### config.mk
export PLATFORM = sky130hd
export DESIGN_NAME = seg_scan_mux
export DESIGN_NICKNAME = d
export VERILOG_FILES = /design/src/rtl/seg_scan_mux.sv
export SDC_FILE = /design/constraint.sdc
export NUM_CORES = 1
export LEC_CHECK = 0
export BUFFER_PORTS_ARGS = -buffer_cell sky130_fd_sc_hd__buf_2
export CAP_MARGIN = 10
export CELL_PAD_IN_SITES_DETAIL_PLACEMENT = 1
export CELL_PAD_IN_SITES_GLOBAL_PLACEMENT = 2
export CORE_MARGIN = 2
export CORE_UTILIZATION = 39
export DETAILED_ROUTE_END_ITERATION = 10
export HOLD_SLACK_MARGIN = 0.06
export PLACE_DENSITY = 0.9
export SLEW_MARGIN = 10
export SYNTH_ARGS = -nofsm -noshare
export SYNTH_HDL_FRONTEND = slang
export SYNTH_SLANG_ARGS = --single-unit
### constraint.sdc
create_clock -name clk -period 3 [get_ports clk]
set_input_delay 0.45 -clock clk [delete_from_list [all_inputs] [get_ports clk]]
set_output_delay 0.45 -clock clk [all_outputs]
set_load 0.02 [all_outputs]
### src/rtl/seg_scan_mux.sv
// Time-multiplexed seven-segment digit scanner with frame-aligned double buffering.
// Optional leading-zero blanking when SEVENSEG_LZB_EN is defined.
module seg_scan_mux #(
    parameter int DIGITS   = 4,
    parameter int PRESCALE = 50000
) (
    input  logic                  clk,
    input  logic                  reset_n,
    input  logic                  load,
    input  logic [4*DIGITS-1:0]   value,
    input  logic                  blank,
    output logic [3:0]            data,
    output logic [DIGITS-1:0]     digit_en,
    output logic                  frame_done
);

    localparam int PW = $clog2(PRESCALE);
    localparam int IW = $clog2(DIGITS);

    logic [PW-1:0]         pcnt;
    logic [IW-1:0]         idx;
    logic [4*DIGITS-1:0]   disp;
    logic [4*DIGITS-1:0]   pend;
    logic                  pend_v;
    logic                  tick;
    logic                  boundary;
    logic [3:0]            nib [DIGITS];
    logic [DIGITS-1:0]     onehot;
    logic [DIGITS-1:0]     keep;
`ifdef SEVENSEG_LZB_EN
    logic                  seen;
`endif

    assign tick     = (pcnt == PW'(PRESCALE - 1));
    assign boundary = tick && (idx == IW'(DIGITS - 1));

    always_ff @(posedge clk or negedge reset_n) begin
        if (!reset_n) begin
            pcnt       <= '0;
            idx        <= '0;
            disp       <= '0;
            pend       <= '0;
            pend_v     <= 1'b0;
            frame_done <= 1'b0;
        end else begin
            frame_done <= boundary;
            if (tick) begin
                pcnt <= '0;
                idx  <= boundary ? '0 : idx + IW'(1);
            end else begin
                pcnt <= pcnt + PW'(1);
            end
            // A load landing on the boundary bypasses pend so it shows with no extra frame.
            if (boundary) begin
                if (load)
                    disp <= value;
                else if (pend_v)
                    disp <= pend;
                pend_v <= 1'b0;
            end else if (load) begin
                pend   <= value;
                pend_v <= 1'b1;
            end
        end
    end

    always_comb begin
        for (int unsigned i = 0; i < DIGITS; i++)
            nib[i] = disp[4*i +: 4];
    end

    assign data = nib[idx];

    always_comb begin
        onehot      = '0;
        onehot[idx] = 1'b1;
        keep        = '1;
`ifdef SEVENSEG_LZB_EN
        // Walk from the top digit down; digit 0 is never blanked.
        seen = 1'b0;
        for (int unsigned k = 0; k < DIGITS - 1; k++) begin
            if (nib[DIGITS-1-k] != 4'h0)
                seen = 1'b1;
            keep[DIGITS-1-k] = seen;
        end
`endif
        digit_en = blank ? '0 : (onehot & keep);
    end

endmodule

# After elaboration in Yosys (flattened, before gate mapping)
# Cells that the tools add are included.
# totals
register_bits	52
inputBits	20
latch_bits	0
memories	0
romBits	0
word_cells	33
out_inout_bits	9
mem_bits_rw	0
# classes
add_sub_neg	2
shift	0
n_reduce_logical	6
n_mul	0
div	0
n_bitwise	2
order_cmp	3
n_eq_ne	2
mux	12
# ops
op	count
16-bit two-way mux	3
16-bit by 1-bit adder with 16-bit output, second input constant	1
16-bit == test, second input constant	1
4-bit two-way mux	3
4-bit binary-select mux with 2-bit select	1
2-bit AND reduction	2
2-bit nonzero test	2
3-bit greater-or-equal comparator, second input constant	1
2-bit by 3-bit < comparator with 1-bit output, second input constant	1
1-bit two-way mux	3
2-bit NOT with 3-bit output	1
2-bit by 1-bit adder with 2-bit output, second input constant	1
1-bit demux with 2-bit select	1
2-bit == test, second input constant	1
2-bit by 1-bit greater-or-equal comparator with 1-bit output, second input constant	1
1-bit logical AND	2
2-bit two-way mux	1
1-bit NOT	1

# Logic depth before layout (Yosys ltp)
# Gate-level depths: netlist of the first run.
# logic_depth
depth_word	5
ltp_mapped	7
mapped_depth_nobuf	5

# Worst setup path before layout of the first run
# Ideal clock, no wire load.
# synth_path
path_kind	register to register
startpoint	register pcnt[11]
endpoint	register disp[12]
path_buffers	2
setup_slack_ps	641
t_required_ps	2874
arrival_time_ps	2233
stages_incl_launch_ff	7
path_cell_list	dfrtp_1 > or4_1 > or4_4 > or2_1 > buf_6 > buf_6 > a221o_1
# synth_via
elab_chain_len	3
# synth_rtl
item	line	rtl
start: declaration	20	logic [PW-1:0] pcnt;
start signal: assignment	51	pcnt <= pcnt + PW'(1);
16-bit == test	34	assign tick = (pcnt == PW'(PRESCALE - 1));
1-bit logical AND	35	assign boundary = tick && (idx == IW'(DIGITS - 1));
2-bit AND reduction (no line)	--	
end signal: assignment	56	disp <= value;
end signal: assignment	58	disp <= pend;
end: declaration	22	logic [4*DIGITS-1:0] disp;
# No other way between the ends.
# A chain may end at the register's enable or synchronous reset.

# Final worst setup path of the first run
# layout_path
startpoint	register pcnt[10]
endpoint	register disp[10]
# Same word-level chain as after synthesis.

==> results.md, run 1 <==
- Internal cell power: 1.09 mW
- Global-route wire length before repair: 10400 um
- Met1 WL: 2780 um
- Power share of the combinational group: 8.2%
- DR iter-0 viols: 80
- Netlist cell types: 37
- Total track usage: 18.0%
- Initial antenna violation count: 0
- Post-route cell area: 2970 sq um
- Switching Share: 22.4%
- Final setup viols: 0
- Top sig layer: met4
- CP Data Arrival Time: 2.79 ns
- Max Clock Freq: 384 MHz
- R2r startpoint: pcnt[10]$_DFF_PN0_
- Synthesis-stage register bit count: 52
- Hold buffers post-CTS: 0
- Met2 WL: 3050 um
- Placed insts: 328
- Switch Pwr: 315 uW
- Vias per cell: 5.65
- Core area: 6680 sq um
- Pwr dens: 474 nW/um^2
- Antenna viol nets, final: 0
- Max VDD drop: 0.203 mV
- Vias: 1899
- I/O pin cnt: 29
- CP Max Fanout: 16
- DRT Wirelength: 6120 um
- Largest net degree at the start of global routing: 32
- Dpl hpwl: 4200 um
- Register area share after synthesis: 49.1%
- Rel. slew slack: 46.5%
- Crit path time final: 2.60 ns
- CP endpoint kind: register
- Final Hold Viols: 0
- Worst setup path class: reg -> reg
- Grt ovf: 0
- Setup Fix Bufs, Post-CTS: 0
- Measured slew at the worst slew-check pin: 0.802 ns
- Layout cells sized above 1: 28.9%
- Util after Layout: 44.4%
- Clk_lat worst skew: 0.31 ns
- Layout area overhead: 12.1%
- Worst Setup SP: pcnt[10]$_DFF_PN0_
- Critical Path Source Type: register
- Synth Warn #: 0
- Power share of the sequential group: 54.2%
- Clock-pin slew on the worst setup and hold paths: 0.10 ns
- N_diodes: 0
- Number of global-route vias before repair: 2012
- Post-synth EDFFs: 0
- # clock sinks: 52
- RSZ-0062 raised after global routing: false
- Final Instance Count excl. Fillers: 336
- Syn Inst Count: 230
- CP Data Required Time: 3.19 ns
- Static Leakage: 1.30 nW
- Root buffer cell: clkbuf_8
- Final Slew Violations: 0
- PortBufs: 28
- DIE AREA: 7460 sq um
- CTS tree: yes
- Placed standard-cell area: 2840 sq um
- Drt wl/cell: 18.2 um
- DIE WIDTH: 86.4 um
- Hold Crit Class: in -> async
- WL met3: 210 um
- Status: completed
- Post-Route Setup TNS: 0 ns
- Drt drc: 0
- Cts repair resizes: 0
- Syn_area_per_cell: 11.5 sq um
- Fin nets: 280
- Synth Cell Area: 2650 sq um
- Clock skew: 0.0119 ns
- Initial Util: 39.6%
- Clk pwr share: 37.6%
- Max_cap viols: 0
- Die span in y: 86.4 um
- CTS Buf Count: 5
- Deepest clock path buffer count: 2
- Async S/R FF share, synth: 100%
- Period utilization: 86.8%
- Row Count: 30
- 1st-pass router iterations: 4
- Top_reg_cell synth: dfrtp_1
- Mapped Nets: 255
- Final estimated routing congestion in global placement: 0.779
- Power Total: 1.41 mW
- Htree depth: 2
[critical path: stages (launching register included)]
cell and delay [ns]:
dfrtp_1 0.45, or4_1 0.52, or4_4 0.61, or2_1 0.47
a221o_1 0.44
[final timing paths]
path / end / slack [ns] / cells after the start
setup / recovery: disp[10]$_DFFE_PN0P_ / 0.40 / 4
setup reg to reg: disp[10]$_DFFE_PN0P_ / 0.40 / 4
max in group asynchronous: idx[0]$_DFFE_PN0N_ / 2.11 / 2
hold / removal: pend[11]$_DFFE_PN0P_ / 0.12 / 1
min in group clk: disp[13]$_DFFE_PN0P_ / 0.39 / 2
hold reg to reg: pend[12]$_DFFE_PN0P_ / 0.52 / 1
[cells by family after synthesis]
logic type / after synthesis / synth area share, %
AND/OR/NAND/NOR: 70 / 15.9
flip-flops: 52 / 49.1
AO/OA/AOI/OAI: 39 / 12.8
buffers and inverters: 32 / 5.58
multiplexers: 21 / 10.6
XOR/XNOR: 11 / 3.64
adder cells (fa/ha/maj): 5 / 2.36
[registers in the layout, summed over array words and instances (netlist names)]
register / flops
idx: 2
pend: 16
disp: 16
frame_done: 1
pcnt: 16
pend_v: 1
[metrics by stage]
stage / hold WS, ns / setup WS [ns]
5_1_grt: 0.153 / 0.299
6_report: 0.117 / 0.396
4_1_cts: 0.126 / 0.401
3_5_place_dp: 0.470 / 0.438
3_3_place_gp: 0.465 / 0.477
2_1_floorplan: 0.154 / 0.641
[power by group through the flow]
stage	clock network (mW)	logic (mW)	registers, mW
finish	0.529	0.115	0.762
global route	0.569	0.129	0.768
CTS	0.543	0.118	0.762
detailed placement	0	0.118	0.775
global placement	0	0.114	0.773
floorplan	0	0.0719	0.767
[cell type report]
| cell class | instances | area [sq um] |
|---|---|---|
| fillers | 745 | 3710 |
| flip-flops and latches | 52 | 1300 |
| multi-input cells | 146 | 1200 |
| repair buffers | 33 | 178 |
| well taps | 80 | 100 |
| clock buffers | 7 | 96.3 |
| inverters | 17 | 63.8 |
| clock inverters | 1 | 30.0 |
[per-layer routing]
metal	GRT usage, %	up-vias
met1	24.0	953
met5	0	-
met2	30.1	34
met3	2.95	6
li1	-	906
met4	5.54	0
[cell usage in the layout, fill, tap and decap left out, drive strengths merged]
master	count
o32ai	1
nand2b	1
a221o	16
nor4	1
nand2	11
o41ai	14
or2	1
a21oi	2
ha	5
nor2	11
inv	17
or3b	11
mux2i	1
bufinv	1
o21a	1
nand4	4
o21ai	3
mux2	16
o31ai	2
and3	4
mux4	4
or4b	2
xnor2	4
nand3	9
clkbuf	7
buf	33
nor2b	3
and4	2
dfrtp	52
nand3b	2
xor2	7
or3	2
or4	3
and2	2
nor3	1
[cell usage after synthesis, types with 3 or more instances]
master	n	share of area (%)
dfrtp_1	52	49
xor2_1	7	2.3
and3_1	4	0.95
inv_1	17	2.4
mux2_2	16	6.8
clkbuf_1	8	1.1
mux4_2	4	3.4
or3b_2	11	3.6
nand4_1	4	0.95
buf_6	3	1.3
a221o_1	16	6.0
xnor2_1	4	1.3
nor2_1	11	1.6
nor2b_1	3	0.71
o41ai_1	14	4.6
ha_1	5	2.4
buf_2	4	0.76
o21ai_0	3	0.57
nand3_1	9	1.7
nand2_1	11	1.6
Power figures use the tool's default switching activity.
==> run 2, diff against run 1 <==
--- a/config.mk
+++ b/config.mk
@@ -9,12 +9,11 @@
 export CAP_MARGIN = 10
 export CELL_PAD_IN_SITES_DETAIL_PLACEMENT = 1
 export CELL_PAD_IN_SITES_GLOBAL_PLACEMENT = 2
-export CORE_MARGIN = 2
 export CORE_UTILIZATION = 39
 export DETAILED_ROUTE_END_ITERATION = 10
 export HOLD_SLACK_MARGIN = 0.06
 export PLACE_DENSITY = 0.9
-export SLEW_MARGIN = 10
+export SLEW_MARGIN = 30
 export SYNTH_ARGS = -nofsm -noshare
 export SYNTH_HDL_FRONTEND = slang
 export SYNTH_SLANG_ARGS = --single-unit
==> results.md, run 2 (synthesized netlist as in run 1, its figures left out) <==
- CP Data Arrival Time: 2.73 ns (was 2.79 ns)
- Dpl hpwl: 4390 um (was 4200 um)
- DIE WIDTH: 84.4 um (was 86.4 um)
- Min Hold Slack: 0.155 ns (was 0.117 ns)
- Final estimated routing congestion in global placement: 0.721 (was 0.779)
- I/O pin cnt: 29 (unchanged)
- Vias: 1950 (was 1899)
- Pwr dens: 441 nW/um^2 (was 474 nW/um^2)
- Worst path slowest cell: or4_4 (unchanged)
- Crit path largest cell delay: 0.55 ns (was 0.61 ns)
- Met2 WL: 3210 um (was 3050 um)
- Fillers: 729 (was 745)
- # clock sinks: 52 (unchanged)
- Setup Fix Bufs, Post-CTS: 0 (unchanged)
- Crit path time final: 2.55 ns (was 2.60 ns)
- Drt drc: 8 (was 0)
- Htree depth: 2 (unchanged)
- Power Total: 1.29 mW (was 1.41 mW)
- CTS Buf Count: 5 (unchanged)
- Final Slew Violations: 0 (unchanged)
- Initial antenna violation count: 0 (unchanged)
- Die span in y: 84.4 um (was 86.4 um)
- Largest net degree at the start of global routing: 32 (unchanged)
- Cts repair resizes: 0 (unchanged)
- Top sig layer: met4 (unchanged)
- WL met3: 245 um (was 210 um)
- Static Leakage: 1.28 nW (was 1.30 nW)
- DIE AREA: 7120 sq um (was 7460 sq um)
- Max Clock Freq: 392 MHz (was 384 MHz)
- Vias per cell: 5.87 (was 5.65)
- Deepest clock path buffer count: 2 (unchanged)
- Worst setup path class: reg -> reg (unchanged)
- Setup WS pre-CTS: 0.454 ns (was 0.438 ns)
- Post-route cell area: 2920 sq um (was 2970 sq um)
- Clk_lat worst skew: 0.30 ns (was 0.31 ns)
- Most common library cell in the layout ignoring fill and taps: dfrtp_1 (unchanged)
- Final Hold Viols: 0 (unchanged)
- Critical Path Source Type: register (unchanged)
- Initial Util: 41.0% (was 39.6%)
- RSZ-0062 raised after global routing: false (unchanged)
- Clock-pin slew on the worst setup and hold paths: 0.10 ns (about the same)
- Critical path's top delay family: simple AND/OR/NAND/NOR gates (unchanged)
- Max VDD drop: 0.179 mV (was 0.203 mV)
- Global-route wire length before repair: 10700 um (was 10400 um)
- CP Max Fanout: 16 (unchanged)
- Worst Setup SP: pcnt[11]$_DFF_PN0_ (was pcnt[10]$_DFF_PN0_)
- Drt wl/cell: 19.0 um (was 18.2 um)
- Grt ovf: 0 (unchanged)
- Root buffer cell: clkbuf_8 (unchanged)
- 1st-pass router iterations: 7 (was 4)
- Period utilization: 85.0% (was 86.8%)
- Layout cells sized above 1: 28.6% (was 28.9%)
- N_diodes: 0 (unchanged)
- CP Data Required Time: 3.18 ns (was 3.19 ns)
- Measured slew at the worst slew-check pin: 0.765 ns (was 0.802 ns)
- Layout area overhead: 10.4% (was 12.1%)
- Max_cap viols: 0 (unchanged)
- DRT Wirelength: 6290 um (was 6120 um)
- Antenna viol nets, final: 0 (unchanged)
- Met1 WL: 2780 um (about the same)
- Most frequent cells in the layout: dfrtp_1 (52), buf_2 (28), inv_1 (17) (unchanged)
- R2r startpoint: pcnt[11]$_DFF_PN0_ (was pcnt[10]$_DFF_PN0_)
- Number of global-route vias before repair: 2095 (was 2012)
- Fin nets: 279 (was 280)
- Final setup viols: 0 (unchanged)
- CTS tree: yes (unchanged)
- Setup ws final: 0.451 ns (was 0.396 ns)
- Violated checks: design-rule violations
- DR iter-0 viols: 86 (was 80)
- CP endpoint kind: register (unchanged)
- Post-Route Setup TNS: 0 ns (unchanged)
- PortBufs: 28 (unchanged)
- Rel. slew slack: 49.0% (was 46.5%)
- Clock skew: 0.00743 ns (was 0.0119 ns)
- Core area: 6460 sq um (was 6680 sq um)
- Row Count: 29 (was 30)
- CP cell instances: or4_1, or4_4, or2_1, a221o_1 (unchanged)
- Status: finished, violations left (was completed)
- CP Buf/Inv Count: 0 (unchanged)
- Hold Crit Class: in -> async (unchanged)
- Hold buffers post-CTS: 0 (unchanged)
- Total track usage: 19.5% (was 18.0%)
- Placed standard-cell area: 2830 sq um (was 2840 sq um)
- Biggest regs: disp x16, pcnt x16, pend x16 (unchanged)
[run 2: cell types whose count changed in the layout (fill, tap and decap cells not counted), sizes merged]
cell | before | now
clkinv | 0 | 2
buf | 33 | 32
clkbuf | 7 | 6
bufinv | 1 | 0
[run 2: path summary, 6_finish.rpt]
check / endpoint / slack (ns) / cells past startpoint
worst max-delay path: disp[13]$_DFFE_PN0P_ / 0.45 / 4
worst min-delay path: disp[6]$_DFFE_PN0P_ / 0.15 / 1
worst max register to register: disp[13]$_DFFE_PN0P_ / 0.45 / 4
worst min register to register: pend[10]$_DFFE_PN0P_ / 0.51 / 1
max in group asynchronous: pend[12]$_DFFE_PN0P_ / 2.03 / 2
min in group clk: disp[2]$_DFFE_PN0P_ / 0.39 / 2
[run 2: area by class of cell]
type	instances	area [sq um]	share of cell area [%]
Tap cell	77	96.3	3.30
Clock inverter	2	10.0	0.342
Multi-Input combinational cell	146	1200	41.0
Timing Repair Buffer	32	170	5.82
Inverter	17	63.8	2.18
Clock buffer	6	82.6	2.83
Sequential cell	52	1300	44.5
[run 2: per-layer routing]
layer	GRT usage, %	vias to the layer above
li1	-	908
met1	24.6	1004
met2	34.9	33
met3	3.34	5
met4	5.24	0
met5	0	-
[run 2: through the flow]
stage               utilization [%]  std cells
global placement               43.8        324
detailed placement             43.8        324
global route                   45.3        332
floorplan                         -        230
CTS                            45.3        332
finish                         45.3        332
[run 2: power breakdown]
group	switching, mW	internal (mW)
clock network	0.226	0.185
logic	0.0572	0.0577
registers	0.0250	0.738
[run 2: worst register-to-register path, stage by stage, from the launching register on]
cell	delay [ns]
dfrtp_1	0.43
or4_1	0.53
or4_4	0.55
or2_1	0.48
a221o_1	0.45
